<file path="src/rtl/markov_pkg.sv">
// Shared helpers for the Markov von Neumann extractor: lane count, pointer width
// and the legal-parameter predicate.
package markov_pkg;

    function automatic int lane_count(input int order);
        return 32'sd1 << order;
    endfunction

    // Pointer carries one extra bit so full and empty are distinguishable.
    function automatic int ptr_width(input int depth);
        return $clog2(depth) + 32'sd1;
    endfunction

    function automatic bit params_legal(input int order, input int out_w, input int depth);
        return (order >= 32'sd1) && (order <= 32'sd6) &&
               (out_w >= 32'sd2) && (out_w <= 32'sd64) &&
               (depth >= 32'sd2) && (depth <= 32'sd256) &&
               ((depth & (depth - 32'sd1)) == 32'sd0);
    endfunction

endpackage

</file>
<file path="src/rtl/sync_fifo.sv">
// Synchronous FIFO with a registered head word; a push into an empty FIFO is
// visible on rdata one cycle after the write edge.
module sync_fifo
    import markov_pkg::*;
#(
    parameter int WIDTH = 8,
    parameter int DEPTH = 16
) (
    input  logic                        clk,
    input  logic                        reset,
    input  logic                        push,
    input  logic                        pop,
    input  logic [WIDTH-1:0]            wdata,
    output logic [WIDTH-1:0]            rdata,
    output logic                        full,
    output logic                        empty,
    output logic [ptr_width(DEPTH)-1:0] count
);
    localparam int PW = ptr_width(DEPTH);
    localparam int AW = PW - 1;

    logic [WIDTH-1:0] mem_r [DEPTH];
    logic [PW-1:0]    wr_ptr_r, rd_ptr_r, count_r, count_nx_s, rd_nx_s;
    logic [WIDTH-1:0] rdata_r, head_nx_s;
    logic             full_r, empty_r, push_s, pop_s;

    // Next-state: accepted push/pop, next count and the next head word
    always_comb begin
        pop_s      = pop && !empty_r;
        push_s     = push && (!full_r || pop_s);
        rd_nx_s    = pop_s ? (rd_ptr_r + 1'b1) : rd_ptr_r;
        count_nx_s = count_r;
        if (push_s && !pop_s) begin
            count_nx_s = count_r + 1'b1;
        end else if (pop_s && !push_s) begin
            count_nx_s = count_r - 1'b1;
        end else begin
            count_nx_s = count_r;
        end
        if (count_nx_s == '0) begin
            head_nx_s = '0;
        end else if (push_s && ((count_r == '0) || ((count_r == PW'(1)) && pop_s))) begin
            head_nx_s = wdata;
        end else begin
            head_nx_s = mem_r[rd_nx_s[AW-1:0]];
        end
    end

    // Storage array, written only on an accepted push
    always_ff @(posedge clk) begin
        if (push_s) begin
            mem_r[wr_ptr_r[AW-1:0]] <= wdata;
        end
    end

    // Pointers, occupancy and registered status/head outputs
    always_ff @(posedge clk or posedge reset) begin
        if (reset) begin
            wr_ptr_r <= '0;
            rd_ptr_r <= '0;
            count_r  <= '0;
            rdata_r  <= '0;
            full_r   <= 1'b0;
            empty_r  <= 1'b1;
        end else begin
            if (push_s) begin
                wr_ptr_r <= wr_ptr_r + 1'b1;
            end
            rd_ptr_r <= rd_nx_s;
            count_r  <= count_nx_s;
            rdata_r  <= head_nx_s;
            full_r   <= (count_nx_s == PW'(DEPTH));
            empty_r  <= (count_nx_s == '0);
        end
    end

    assign rdata = rdata_r;
    assign full  = full_r;
    assign empty = empty_r;
    assign count = count_r;

endmodule

</file>
<file path="src/rtl/markov_vn_extractor.sv">
// Markov-conditioned von Neumann debiaser: bits are split into lanes by their
// ORDER-bit history, debiased per lane, packed LSB-first and queued.
module markov_vn_extractor
    import markov_pkg::*;
#(
    parameter int ORDER = 4,
    parameter int OUT_W = 16,
    parameter int DEPTH = 16
) (
    input  logic                        clk,
    input  logic                        reset,
    input  logic                        bit_in,
    input  logic                        bit_valid,
    output logic [ORDER-1:0]            lane,
    output logic                        warm,
    output logic [OUT_W-1:0]            out_data,
    output logic                        out_valid,
    input  logic                        out_ready,
    output logic [ptr_width(DEPTH)-1:0] fifo_count,
    output logic [15:0]                 drop_count
);
    localparam int LANES = lane_count(ORDER);
    localparam int WCW   = $clog2(ORDER + 1);
    localparam int CW    = $clog2(OUT_W);

    if (!params_legal(ORDER, OUT_W, DEPTH)) begin : g_bad_params
        $error("markov_vn_extractor: illegal parameter set");
    end

    logic [ORDER-1:0] hist_r, hist_nx_s;
    logic             warm_r;
    logic [WCW-1:0]   wcnt_r;
    logic [LANES-1:0] pend_r, pbit_r;
    logic [OUT_W-2:0] asm_r;
    logic [CW-1:0]    cnt_r;
    logic [15:0]      drop_r;
    logic             emit_s, emit_bit_s, word_done_s, pop_s, drop_s;
    logic             fifo_full_s, fifo_empty_s;
    logic [OUT_W-1:0] word_s;

    // Lane pairing decision and word completion for the current bit
    always_comb begin
        hist_nx_s  = ORDER'({hist_r, bit_in});
        emit_bit_s = pbit_r[hist_r];
        if (bit_valid && warm_r && pend_r[hist_r] && (pbit_r[hist_r] != bit_in)) begin
            emit_s = 1'b1;
        end else begin
            emit_s = 1'b0;
        end
        word_done_s = emit_s && (cnt_r == CW'(OUT_W - 1));
        word_s      = {emit_bit_s, asm_r};
        pop_s       = !fifo_empty_s && out_ready;
        drop_s      = word_done_s && fifo_full_s && !pop_s;
    end

    // History shift, warm-up count and per-lane pending state
    always_ff @(posedge clk or posedge reset) begin
        if (reset) begin
            hist_r <= '0;
            warm_r <= 1'b0;
            wcnt_r <= '0;
            pend_r <= '0;
            pbit_r <= '0;
        end else if (bit_valid) begin
            hist_r <= hist_nx_s;
            if (!warm_r) begin
                wcnt_r <= wcnt_r + 1'b1;
                warm_r <= (wcnt_r == WCW'(ORDER - 1));
            end else if (pend_r[hist_r]) begin
                pend_r[hist_r] <= 1'b0;
            end else begin
                pend_r[hist_r] <= 1'b1;
                pbit_r[hist_r] <= bit_in;
            end
        end
    end

    // Word assembler and saturating overflow counter
    always_ff @(posedge clk or posedge reset) begin
        if (reset) begin
            asm_r  <= '0;
            cnt_r  <= '0;
            drop_r <= 16'h0000;
        end else begin
            if (word_done_s) begin
                asm_r <= '0;
                cnt_r <= '0;
            end else if (emit_s) begin
                asm_r[cnt_r] <= emit_bit_s;
                cnt_r        <= cnt_r + 1'b1;
            end
            if (drop_s && (drop_r != 16'hFFFF)) begin
                drop_r <= drop_r + 16'h0001;
            end
        end
    end

    sync_fifo #(
        .WIDTH (OUT_W),
        .DEPTH (DEPTH)
    ) u_fifo (
        .clk   (clk),
        .reset (reset),
        .push  (word_done_s),
        .pop   (out_ready),
        .wdata (word_s),
        .rdata (out_data),
        .full  (fifo_full_s),
        .empty (fifo_empty_s),
        .count (fifo_count)
    );

    assign lane       = hist_r;
    assign warm       = warm_r;
    assign out_valid  = !fifo_empty_s;
    assign drop_count = drop_r;

endmodule

</file>
<file path="config.mk">
export PLATFORM = sky130hd
export DESIGN_NAME = markov_vn_extractor
export DESIGN_NICKNAME = d
export VERILOG_FILES = /design/src/rtl/markov_pkg.sv /design/src/rtl/sync_fifo.sv /design/src/rtl/markov_vn_extractor.sv
export SDC_FILE = /design/constraint.sdc
export NUM_CORES = 1
export LEC_CHECK = 0
export ABC_AREA = 0
export CAP_MARGIN = 5
export CORE_MARGIN = 1
export CORE_UTILIZATION = 35
export DETAILED_ROUTE_END_ITERATION = 6
export MAX_ROUTING_LAYER = met4
export SLEW_MARGIN = 30
export SYNTH_ARGS = -nofsm -noshare
export SYNTH_HDL_FRONTEND = slang
export SYNTH_HIERARCHICAL = 1
export SYNTH_SLANG_ARGS = --single-unit
</file>
<file path="constraint.sdc">
create_clock -name clk -period 6.2 [get_ports clk]
set_input_delay 1.24 -clock clk [delete_from_list [all_inputs] [get_ports clk]]
set_output_delay 1.24 -clock clk [all_outputs]
set_load 0.02 [all_outputs]
</file>
==> impl_metrics.env <==
export IMPL_run_status="complete, no violations"
export IMPL_crit_fanout=27
export IMPL_synth_top_area_cell="edfxtp_1"
export IMPL_hold_ws_ns=0.477
export IMPL_ant_nets=0
export IMPL_grt_max_degree=76
export IMPL_p_leak_nw=7.22
export IMPL_area_growth_pct=13.7
export IMPL_r2r_slack_ns=1.22
export IMPL_floorplan_initialDensity_pct=35.7
export IMPL_hold_buffers=0
export IMPL_end_kind="register"
export IMPL_arrival_ns=5.16
export IMPL_seq_area_frac_synth_pct=60.2
export IMPL_synth_top_area_share_pct=44.8
export IMPL_hp_class="reg2reg"
export IMPL_slew_violations=0
export IMPL_first_global_vias=11070
export IMPL_regArea_mm2=0.0103
export IMPL_synth_edf_count=256
export IMPL_max_freq_ghz=0.201
export IMPL_slowest_stage="mux4_2"
export IMPL_final_common_cell="edfxtp_1"
export IMPL_crit_required_ns=6.38
export IMPL_fp_dieArea_mm2=0.0499
export IMPL_first_pass_iters=5
export IMPL_drt_total_wl_mm=41.3
export IMPL_grt_pass1_wl_mm=65.4
export IMPL_antenna_cells=0
export IMPL_fin_area_mm2=0.0195
export IMPL_worstPathCellList="mux4_2, mux4_2, xnor2_4, nor4_1, buf_4, inv_1, a21oi_1, buf_4, nor3b_1, and2_1"
export IMPL_worst_pin_slew_ns=0.976
export IMPL_cts_max_path_buffers=3
export IMPL_crit_path_start_kind="register"
export IMPL_ys_warnings_count=6
export IMPL_fin_skew_ns=0.0271
export IMPL_syn_nets=1274
export IMPL_rows=80
export IMPL_vdd_drop_max_uv=293
export IMPL_place_hpwl_mm=25.7
export IMPL_fin_tns_setup_ns=0
export IMPL_met1_usage_pct=23.1
export IMPL_syn_area_per_cell_um2=13.7
export IMPL_finalCriticalPeriod_ns=4.98
export IMPL_drt_initial_drc_count=837
export IMPL_grt_overflow=0
export IMPL_synth_main_ff_cell="edfxtp_1"
export IMPL_fp_dieW_um=223
export IMPL_mostFrequentLayoutCells="256 x edfxtp_1, 118 x nand2_1, 106 x mux2i_1"
export IMPL_clockRootBuffer="clkbuf_16"
export IMPL_ys_ff_latch=362
export IMPL_ios=48
export IMPL_setup_viol=0
export IMPL_fillers=4455
export IMPL_cp_slowest_stage_delay_ns=0.77
export IMPL_clock_tree_htree_level_count=2
export IMPL_multi_input_area_mm2=0.00634
export IMPL_p_per_area_mw_per_mm2=472
export IMPL_synth_area_mm2=0.0172
export IMPL_async_flop_share_pct=29.3
export IMPL_crit_type="reg2reg"
export IMPL_ys_types=72
export IMPL_vias=10850
export IMPL_syn_inst=1253
export IMPL_portBuffers=47
export IMPL_drive_above_1_share_pct=15.1
export IMPL_clkTransAtPathRegs_ns=0.06
export IMPL_fin_crit_sh_pct=80.3
export IMPL_ys_top_cells_by_area="edfxtp_1 45%, dfrtp_1 15%, mux4_2 7.0%"
export IMPL_busiest_layer="met2"
export IMPL_place_area_mm2=0.0182
export IMPL_die_height_um=223
export IMPL_layout_nets=1297
export IMPL_viasPerCell=5.65
export IMPL_max_slew_margin_pct=34.8
export IMPL_cts_buffers=40
export IMPL_clock_sinks=362
export IMPL_grt_use_met3_pct=2.78
export IMPL_crit_buf_inv=3
export IMPL_antenna_found_initial=0
export IMPL_cap_violations=0
export IMPL_gp_congestion=0.807
export IMPL_finalHoldViolCount=0
export IMPL_remaining_drc_errors=0
export IMPL_cts_setup_buffers=0
export IMPL_rsz0062_at_grt="false"
export IMPL_cts_tree="built"
export IMPL_cpLargestDelayFamily="simple AND/OR/NAND/NOR gates"
export IMPL_grt_usage_pct=17.4
export IMPL_core_area_mm2=0.0480
export IMPL_cts_resized=0
export IMPL_grtUsageMet2_pct=27.7
export IMPL_wire_per_inst_um=21.5
export IMPL_clk_insertion_delay_late_ns=0.56
## synth_stat cells, drive strengths merged (16+ instances only)
cell type	count
o21ai	46
o211ai	20
a31oi	33
and2	16
dfrtp	105
nor2	24
xor2	19
mux4	53
buf	44
a221o	17
clkbuf	50
nor4	17
a21oi	37
nor3	19
mux2	29
a32oi	29
edfxtp	256
a21o	16
inv	29
mux2i	106
nand2	119
ha	16
## flip-flops by register name, summed over array words and instances, names as in the netlist, named ones only
name             flops
asm_r               15
warm                 1
wcnt_r               3
pbit_r              16
u_fifo/empty         1
u_fifo/mem_r       256
u_fifo/rdata        16
cnt_r                4
drop_count          16
u_fifo/count         5
u_fifo/full          1
u_fifo/wr_ptr_r      4
u_fifo/rd_ptr_r      4
lane                 4
## area by class of cell
cell class,instances,area share [%]
clock buffer,57,5.77
clock inverter,16,0.750
inverter,29,0.558
multi-input combinational,768,32.5
sequential,362,53.0
tap,615,3.94
timing repair buffer,75,3.51
## layer usage
metal  wire, µm  up-vias
li1           -     4926
met1      18800     5600
met2      19800      270
met3       1980       54
met4        758        0
met5          0        -
## final timing paths
kind                                                     end             startpoint  cells past startpoint
worst max-delay path            u_fifo/mem_r[1][8]$_DFFE_PP_    lane[2]$_DFFE_PP0P_                     10
worst min-delay path                   wcnt_r[2]$_DFFE_PP0P_  wcnt_r[2]$_DFFE_PP0P_                      2
worst max register to register  u_fifo/mem_r[1][8]$_DFFE_PP_    lane[2]$_DFFE_PP0P_                     10
worst min register to register         wcnt_r[2]$_DFFE_PP0P_  wcnt_r[2]$_DFFE_PP0P_                      2
max in group asynchronous              asm_r[10]$_DFFE_PP0P_                  reset                      3
min in group asynchronous          u_fifo/count[0]$_DFF_PP0_                  reset                      3
## cells by family after synthesis
family                   after synthesis  synth area share (%)
multiplexers                         188                  15.0
flip-flops                           362                  60.2
AO/OA/AOI/OAI                        266                  10.9
AND/OR/NAND/NOR                      268                  7.81
adder cells (fa/ha/maj)               16                  1.17
XOR/XNOR                              30                  1.73
buffers and inverters                123                  3.10
## worst register-to-register path: stages, from the launching register on
cell	delay, ns
dfrtp_1	0.64
mux4_2	0.57
mux4_2	0.77
xnor2_4	0.22
nor4_1	0.58
buf_4	0.28
inv_1	0.09
a21oi_1	0.12
buf_4	0.21
nor3b_1	0.36
and2_1	0.77
## stage by stage
stage,worst slack (ns),total power [mW],util (%),std cells
detailed placement,1.08,6.94,38.0,1849
floorplan,2.15,5.85,-,1253
CTS,1.26,9.26,40.6,1922
global placement,1.08,6.86,38.0,1849
global route,0.930,9.70,40.6,1922
finish,1.22,9.22,40.6,1922
## power by group
| part | total (mW) | internal [mW] | switching, mW |
|---|---|---|---|
| combinational | 3.54 | 1.47 | 2.08 |
| sequential | 3.37 | 2.95 | 0.417 |
| clock | 2.31 | 1.35 | 0.957 |
Power figures use the tool's default switching activity.
